`config.mk`:
```
export PLATFORM = sky130hd
export DESIGN_NAME = rr_arb4_ctrl
export DESIGN_NICKNAME = d
export VERILOG_FILES = /design/src/rtl/rr_arb4_pkg.sv /design/src/rtl/rr_arb4_pick.sv /design/src/rtl/rr_arb4_ctrl.sv
export SDC_FILE = /design/constraint.sdc
export NUM_CORES = 1
export LEC_CHECK = 0
export ABC_AREA = 1
export ABC_CLOCK_PERIOD_IN_PS = 4600
export CORE_ASPECT_RATIO = 1.1
export CORE_MARGIN = 3
export CORE_UTILIZATION = 33
export DETAILED_ROUTE_END_ITERATION = 10
export DONT_BUFFER_PORTS = 1
export GPL_ROUTABILITY_DRIVEN = 0
export PLACE_DENSITY = 0.55
export SYNTH_ARGS = -nofsm -noshare
export SYNTH_HDL_FRONTEND = slang
export SYNTH_HIERARCHICAL = 1
export SYNTH_SLANG_ARGS = --single-unit
```
`constraint.sdc`:
```
create_clock -name CLK -period 4.6 [get_ports CLK]
set_input_delay 0.92 -clock CLK [delete_from_list [all_inputs] [get_ports CLK]]
set_output_delay 0.92 -clock CLK [all_outputs]
set_load 0.03 [all_outputs]
```
`src/rtl/rr_arb4_pkg.sv`:
```
// rr_arb4 shared types and round-robin search helper.
// Used by the pick stage and the arbiter control top.
package rr_arb4_pkg;

  typedef enum logic {
    S_IDLE,
    S_BUSY
  } state_t;

  localparam int NREQ = 4;

  // Rotating priority search starting at ptr+1; returns {found, idx}.
  // Iterating from the far end lets the nearest requester win last.
  function automatic logic [2:0] rr_pick(
    input logic [NREQ-1:0] req,
    input logic [1:0]      ptr
  );
    logic [1:0] k;
    logic [2:0] r;
    r = 3'b000;
    for (int i = NREQ; i >= 1; i--) begin
      k = ptr + 2'(i);
      if (req[k]) r = {1'b1, k};
    end
    return r;
  endfunction

endpackage

```
`src/rtl/rr_arb4_pick.sv`:
```
// rr_arb4 pick stage: rotate, priority-encode, unrotate.
// Shared by the idle grant path and the re-arbitration path.
module rr_arb4_pick
  import rr_arb4_pkg::*;
(
  input  logic [NREQ-1:0] req,
  input  logic [1:0]      ptr,
  output logic            found,
  output logic [1:0]      idx
);

  // Winner search from the slot after ptr, with wrap-around.
  always_comb begin
    {found, idx} = rr_pick(req, ptr);
  end

endmodule

```
`src/rtl/rr_arb4_ctrl.sv`:
```
// rr_arb4_ctrl: 4-client round-robin arbiter, grant held until release.
// Optional forced rotation after HOLD_MAX busy cycles: ARB_TIMEOUT_EN.
module rr_arb4_ctrl
  import rr_arb4_pkg::*;
#(
  parameter int HOLD_MAX = 15,
  parameter int CW       = 4
) (
  input  logic            CLK,
  input  logic            RN,
  input  logic [NREQ-1:0] REQ,
  output logic [NREQ-1:0] GNT,
  output logic            GNT_VLD,
  output logic [1:0]      PTR,
  output logic            IDLE,
  output logic            TMO
);

  if (HOLD_MAX < 1 || HOLD_MAX > (2 ** CW) - 1) begin : g_chk
    $error("HOLD_MAX out of range for CW");
  end

  state_t          state_q;
  state_t          state_d;
  logic [NREQ-1:0] gnt_d;
  logic [1:0]      ptr_d;
  logic [NREQ-1:0] pick_req;
  logic            held;
  logic            found;
  logic [1:0]      idx;
  logic [NREQ-1:0] win_oh;

  assign IDLE   = ~|REQ;
  assign held   = |(REQ & GNT);
  assign win_oh = 4'b0001 << idx;

  // Holder is masked out while busy: it either released or is
  // being rotated away, so it must never win again on this edge.
  assign pick_req = (state_q == S_BUSY) ? (REQ & ~GNT) : REQ;

  rr_arb4_pick u_pick (
    .req   (pick_req),
    .ptr   (PTR),
    .found (found),
    .idx   (idx)
  );

`ifdef ARB_TIMEOUT_EN
  localparam logic [CW-1:0] HM = CW'(HOLD_MAX);
  logic [CW-1:0] cnt_q;
  logic [CW-1:0] cnt_d;
  logic [CW-1:0] cnt_inc;
  logic          tmo_d;

  assign cnt_inc = (cnt_q == HM) ? cnt_q : cnt_q + CW'(1);
`endif

  // Next-state, grant and pointer selection.
  always_comb begin
    state_d = state_q;
    gnt_d   = GNT;
    ptr_d   = PTR;
`ifdef ARB_TIMEOUT_EN
    cnt_d   = cnt_q;
    tmo_d   = 1'b0;
`endif
    unique case (state_q)
      S_IDLE: begin
        if (found) begin
          state_d = S_BUSY;
          gnt_d   = win_oh;
          ptr_d   = idx;
`ifdef ARB_TIMEOUT_EN
          cnt_d   = '0;
`endif
        end else begin
          gnt_d = '0;
        end
      end
      S_BUSY: begin
        if (!held) begin
`ifdef ARB_TIMEOUT_EN
          cnt_d = '0;
`endif
          if (found) begin
            gnt_d = win_oh;
            ptr_d = idx;
          end else begin
            gnt_d   = '0;
            state_d = S_IDLE;
          end
        end else begin
`ifdef ARB_TIMEOUT_EN
          cnt_d = cnt_inc;
          if (cnt_inc == HM && found) begin
            gnt_d = win_oh;
            ptr_d = idx;
            cnt_d = '0;
            tmo_d = 1'b1;
          end
`endif
        end
      end
      default: begin
        state_d = S_IDLE;
        gnt_d   = '0;
      end
    endcase
  end

  // Registered grant, pointer and state.
  always_ff @(posedge CLK or negedge RN) begin
    if (!RN) begin
      state_q <= S_IDLE;
      GNT     <= '0;
      GNT_VLD <= 1'b0;
      PTR     <= 2'd3;
    end else begin
      state_q <= state_d;
      GNT     <= gnt_d;
      GNT_VLD <= |gnt_d;
      PTR     <= ptr_d;
    end
  end

`ifdef ARB_TIMEOUT_EN
  // Hold counter and one-cycle forced-rotation pulse.
  always_ff @(posedge CLK or negedge RN) begin
    if (!RN) begin
      cnt_q <= '0;
      TMO   <= 1'b0;
    end else begin
      cnt_q <= cnt_d;
      TMO   <= tmo_d;
    end
  end
`else
  assign TMO = 1'b0;
`endif

endmodule

```
Yosys cells after proc, flatten, opt, wreduce, memory -nomap -nowiden
Cells that the tools add are included.

storage, ports and cells
  bits in writable memories = 0
  word-level logic and storage cells = 43
  memory bits (read-only) = 0
  bits in latches = 0
  bits in registers = 8
  memories = 0

operators by class
  bitwise operators = 4
  $mul = 0
  reduce and logical (&&, ||, !) cells = 4
  $lt $le $gt $ge = 4
  multiplexer cells = 22
  eq/ne operators = 1
  shift-type cells = 1
  divide/modulo/power cells = 0
  add/subtract/negate cells = 3

operators by type and width
  kind                                                         number
  less-than comparator 2 x 3 -> 1 bit (second input constant)  4
  2-to-1 mux 3 bit                                             4
  2-to-1 mux 4 bit                                             3
  OR reduction 4 bit                                           3
  bitwise AND 4 bit                                            2
  binary-select mux 1 bit (select 2 bit)                       4
  one-hot mux 4 bit (2 select lines)                           1
  2-to-1 mux 1 bit                                             6
  adder 2 bit (second input constant)                          2
  2-to-1 mux 2 bit                                             2
  inverter 4 bit                                               1
  one-hot mux 2 bit (2 select lines)                           1
  << shifter 1 x 2 -> 4 bit (first input constant)             1
  adder 2 x 1 -> 2 bit (second input constant)                 1
  != test 2 bit (second input constant)                        1
  one-hot mux 1 bit (2 select lines)                           1
  zero test 1 bit                                              1
  inverter 1 bit                                               1

Longest topological paths before layout
  word-level depth = 14
  gate-level depth with buffers = 14
  depth with buffers taken out = 14

Hierarchy
Netlist, hierarchy kept.

modules (own cells, without submodules)
  module        area an instance (µm²)  cells each  times used
  rr_arb4_ctrl  410.4                   51          1
  rr_arb4_pick  249.0                   49          1

Least setup slack after synthesis
No wires, ideal clock.

  kind = input-to-output
  from = in REQ[0]
  to = out IDLE
  path slack = 1762 ps
  stages = 1
  buffers on the path = 0
  data arrival time = 1918 ps
  path through = nor4_1

on the way
  word-level cells in the longest chain between the ends = 2

ends and longest elaborated chain
  what                RTL line            source
  start: declaration  rr_arb4_ctrl.sv:11  input logic [NREQ-1:0] REQ,
  OR reduction 4 bit  rr_arb4_ctrl.sv:33  assign IDLE = ~|REQ;
  zero test 1 bit     rr_arb4_ctrl.sv:33
  end: declaration    rr_arb4_ctrl.sv:15  output logic IDLE,

Every way passes these cells.

Worst setup path after layout
Same ends and word-level chain as after synthesis.

==> impl_metrics.py <==
metrics = {
    "cts": {
        "htreeDepth": 1,
        "cts_max_path_buffers": 2,
        "worstSkewPairLatency_ps": 250,
        "cts_resized": 0,
        "cts_hold_buf": 0,
        "cts_sinks": 8,
        "cts_tree": "done",
        "numCtsBuffers": 3,
        "cts_root_buf": "clkbuf_4",
        "clk_pin_slew_ps": 60,
        "post_cts_buffers": 0,
    },
    "sta": {
        "slew_violations": 0,
        "fin_crit_sh_pct": 49.9,
        "setup_tns_ps": 0,
        "hold_viol": 0,
        "fmax_mhz": 436,
        "finalSetupViolCount": 0,
        "skew_ps": 6.51,
        "period_minus_slack_ps": 2290,
        "rsz0062_at_grt": "no",
    },
    "finish": {
        "fillers": 204,
        "regArea_um2": 203,
        "layout.cells.non_filler": 129,
        "drive_above_1_share_pct": 20.6,
        "diodes": 0,
        "syn_to_final_growth_pct": 5.69,
        "multi_input_area_um2": 363,
        "nNetsFinal": 109,
    },
    "worst_setup_path": {
        "slowest_stage": "nor4_1",
        "required_ps": 3680,
        "worstSetupPathType": "primary input to output pin",
        "startpoint": "REQ[0]",
        "crit_family": "simple AND/OR/NAND/NOR gates",
        "endpoint_kind": "output pin",
        "crit_chain": "nor4_1 > buf_4",
        "cp_slowest_stage_delay_ps": 250,
        "crit_path_max_fanout": 3,
        "cp_num_buf_inv": 1,
        "startpoint_type": "primary input",
        "cp.arrival_ps": 1370,
        "r2r_start": "GNT[3]",
    },
    "worst_hold_path": {
        "hold_class": "primary input to asynchronous set/reset pin",
    },
    "pwr": {
        "switching_share_pct": 55.2,
        "power.density_mw_per_mm2": 852,
        "comb_power_share_pct": 56.7,
        "pwr-share-seq_pct": 34.0,
        "p_leak_nw": 0.370,
        "p_int_mw": 0.266,
        "peakVddDrop_v": 0.000403,
        "power.switching_mw": 0.328,
        "p_clk_share_pct": 9.3,
    },
    "synthesis": {
        "async_reset_ff_share_pct": 100,
        "syn_area_per_cell_um2": 6.59,
        "synth_area_leaders": "dfrtp_1, nand2_1, dfstp_2",
        "synthDistinctLibCells": 20,
        "syn_nets": 106,
        "syn_area_um2": 659,
        "synth_top_family_by_area": "simple AND/OR/NAND/NOR gates",
        "ys.flop_type": "dfrtp_1",
        "yosysMostFrequentCell": "nand2_1",
        "synth-simple-area-share_pct": 44.2,
        "yosys.area_share.adder_pct": 0,
        "muxShareOfSynthArea_pct": 0,
        "synth_commonest_cells": "nand2_1, inv_1, nand2_2, dfrtp_1, nand3_1",
        "ys_seq_area_share_pct": 30.7,
        "synth_xor_xnor_area_share_pct": 0,
        "yosysWarningCount": 6,
        "synth_edf_count": 0,
        "syn_inst": 100,
        "synth-seq-cells": 8,
        "post-synth-top-area-cell": "dfrtp_1",
        "synth_top_area_share_pct": 22.8,
        "synth_compound_area_share_pct": 10.2,
    },
    "detailed_routing": {
        "viasPerCell": 4.39,
        "dr.pass1.iters": 4,
        "postRouteAntennaNets": 0,
        "drtIter0Drc": 2,
        "wire_per_inst_um": 9.78,
        "drc": 0,
        "totalWireLength_um": 1260,
        "vias": 566,
    },
    "floorplan": {
        "coreArea_mm2": 0.00184,
        "die_area_mm2": 0.00257,
        "rows": 16,
        "die_w_um": 48.6,
        "initial_core_util_pct": 35.8,
        "ios": 15,
        "die_h_um": 52.9,
    },
    "global_routing": {
        "grt_pass1_vias": 569,
        "grt_max_degree": 14,
        "grt_usage_pct": 11.1,
        "antenna_found_initial": 0,
        "grt_pass1_wl_um": 2280,
        "overflow": 0,
    },
    "place": {
        "dp_hpwl_um": 1030,
        "dp_cells": 125,
        "portBuffers": 0,
    },
    "flow_run": {
        "maxCapViolations": 0,
    },
    "status": {
        "status": "completed",
    },
}
==> area by class of cell <==
cell class,count,share of cell area (%)
repair buffers,1,1.08
inverters,15,9.16
multi-input cells,74,52.1
clock buffers,4,3.77
flip-flops and latches,8,29.1
well taps,27,4.85
==> routing by layer <==
layer / part of all wire [%] / up-vias / GRT usage (%)
li1: - / 310 / -
met1: 52 / 249 / 14.4
met2: 44 / 7 / 16.7
met3: 4.4 / 0 / 3.38
met4: 0 / 0 / 5.69
met5: 0 / - / 0
==> final timing paths <==
check / slack [ps] / cells after the start / end
max reg2reg: 2670 / 13 / GNT[2]
min in group CLK: 590 / 2 / PTR[1]
min: 360 / 0 / GNT[3]
min reg2reg: 590 / 2 / PTR[1]
max: 2310 / 2 / IDLE
max in group asynchronous: 4060 / 0 / PTR[0]
==> through the flow <==
stage,worst slack [ps],hold slack (ps),area (um2),power [mW],utilization (%)
2_1_floorplan,1760,532,659,0.502,-
3_3_place_gp,2310,574,671,0.541,36.4
3_5_place_dp,2300,582,671,0.542,36.4
4_1_cts,2300,353,697,0.601,37.8
5_1_grt,2300,336,697,0.667,37.8
6_report,2310,363,697,0.594,37.8
==> power by group through the flow <==
stage | clock network [mW] | registers [mW] | logic [mW]
2_1_floorplan | 0 | 0.179 | 0.324
3_3_place_gp | 0 | 0.204 | 0.338
3_5_place_dp | 0 | 0.204 | 0.338
4_1_cts | 0.0583 | 0.203 | 0.340
5_1_grt | 0.0638 | 0.208 | 0.395
6_report | 0.0551 | 0.202 | 0.337
==> registers in the layout (all words and copies together) (netlist names) <==
register,cells
GNT,4
PTR,2
state_q,1
GNT_VLD,1
==> cells in the final DEF, fill, tap and decap left out, drive strengths merged <==
cell type   n
a21boi      4
dfstp       2
o21ai       6
nand3       6
nor3        4
inv        15
clkbuf      4
and2        1
nand2      49
nor4        1
buf         1
conb        1
dfrtp       6
nor2        2
==> logic make-up after synthesis <==
group	Yosys count
compound gates	10
buf+inv	18
flops	8
other cells	1
simple gates	63
Note: power is estimated with default switching activity, not from simulation.
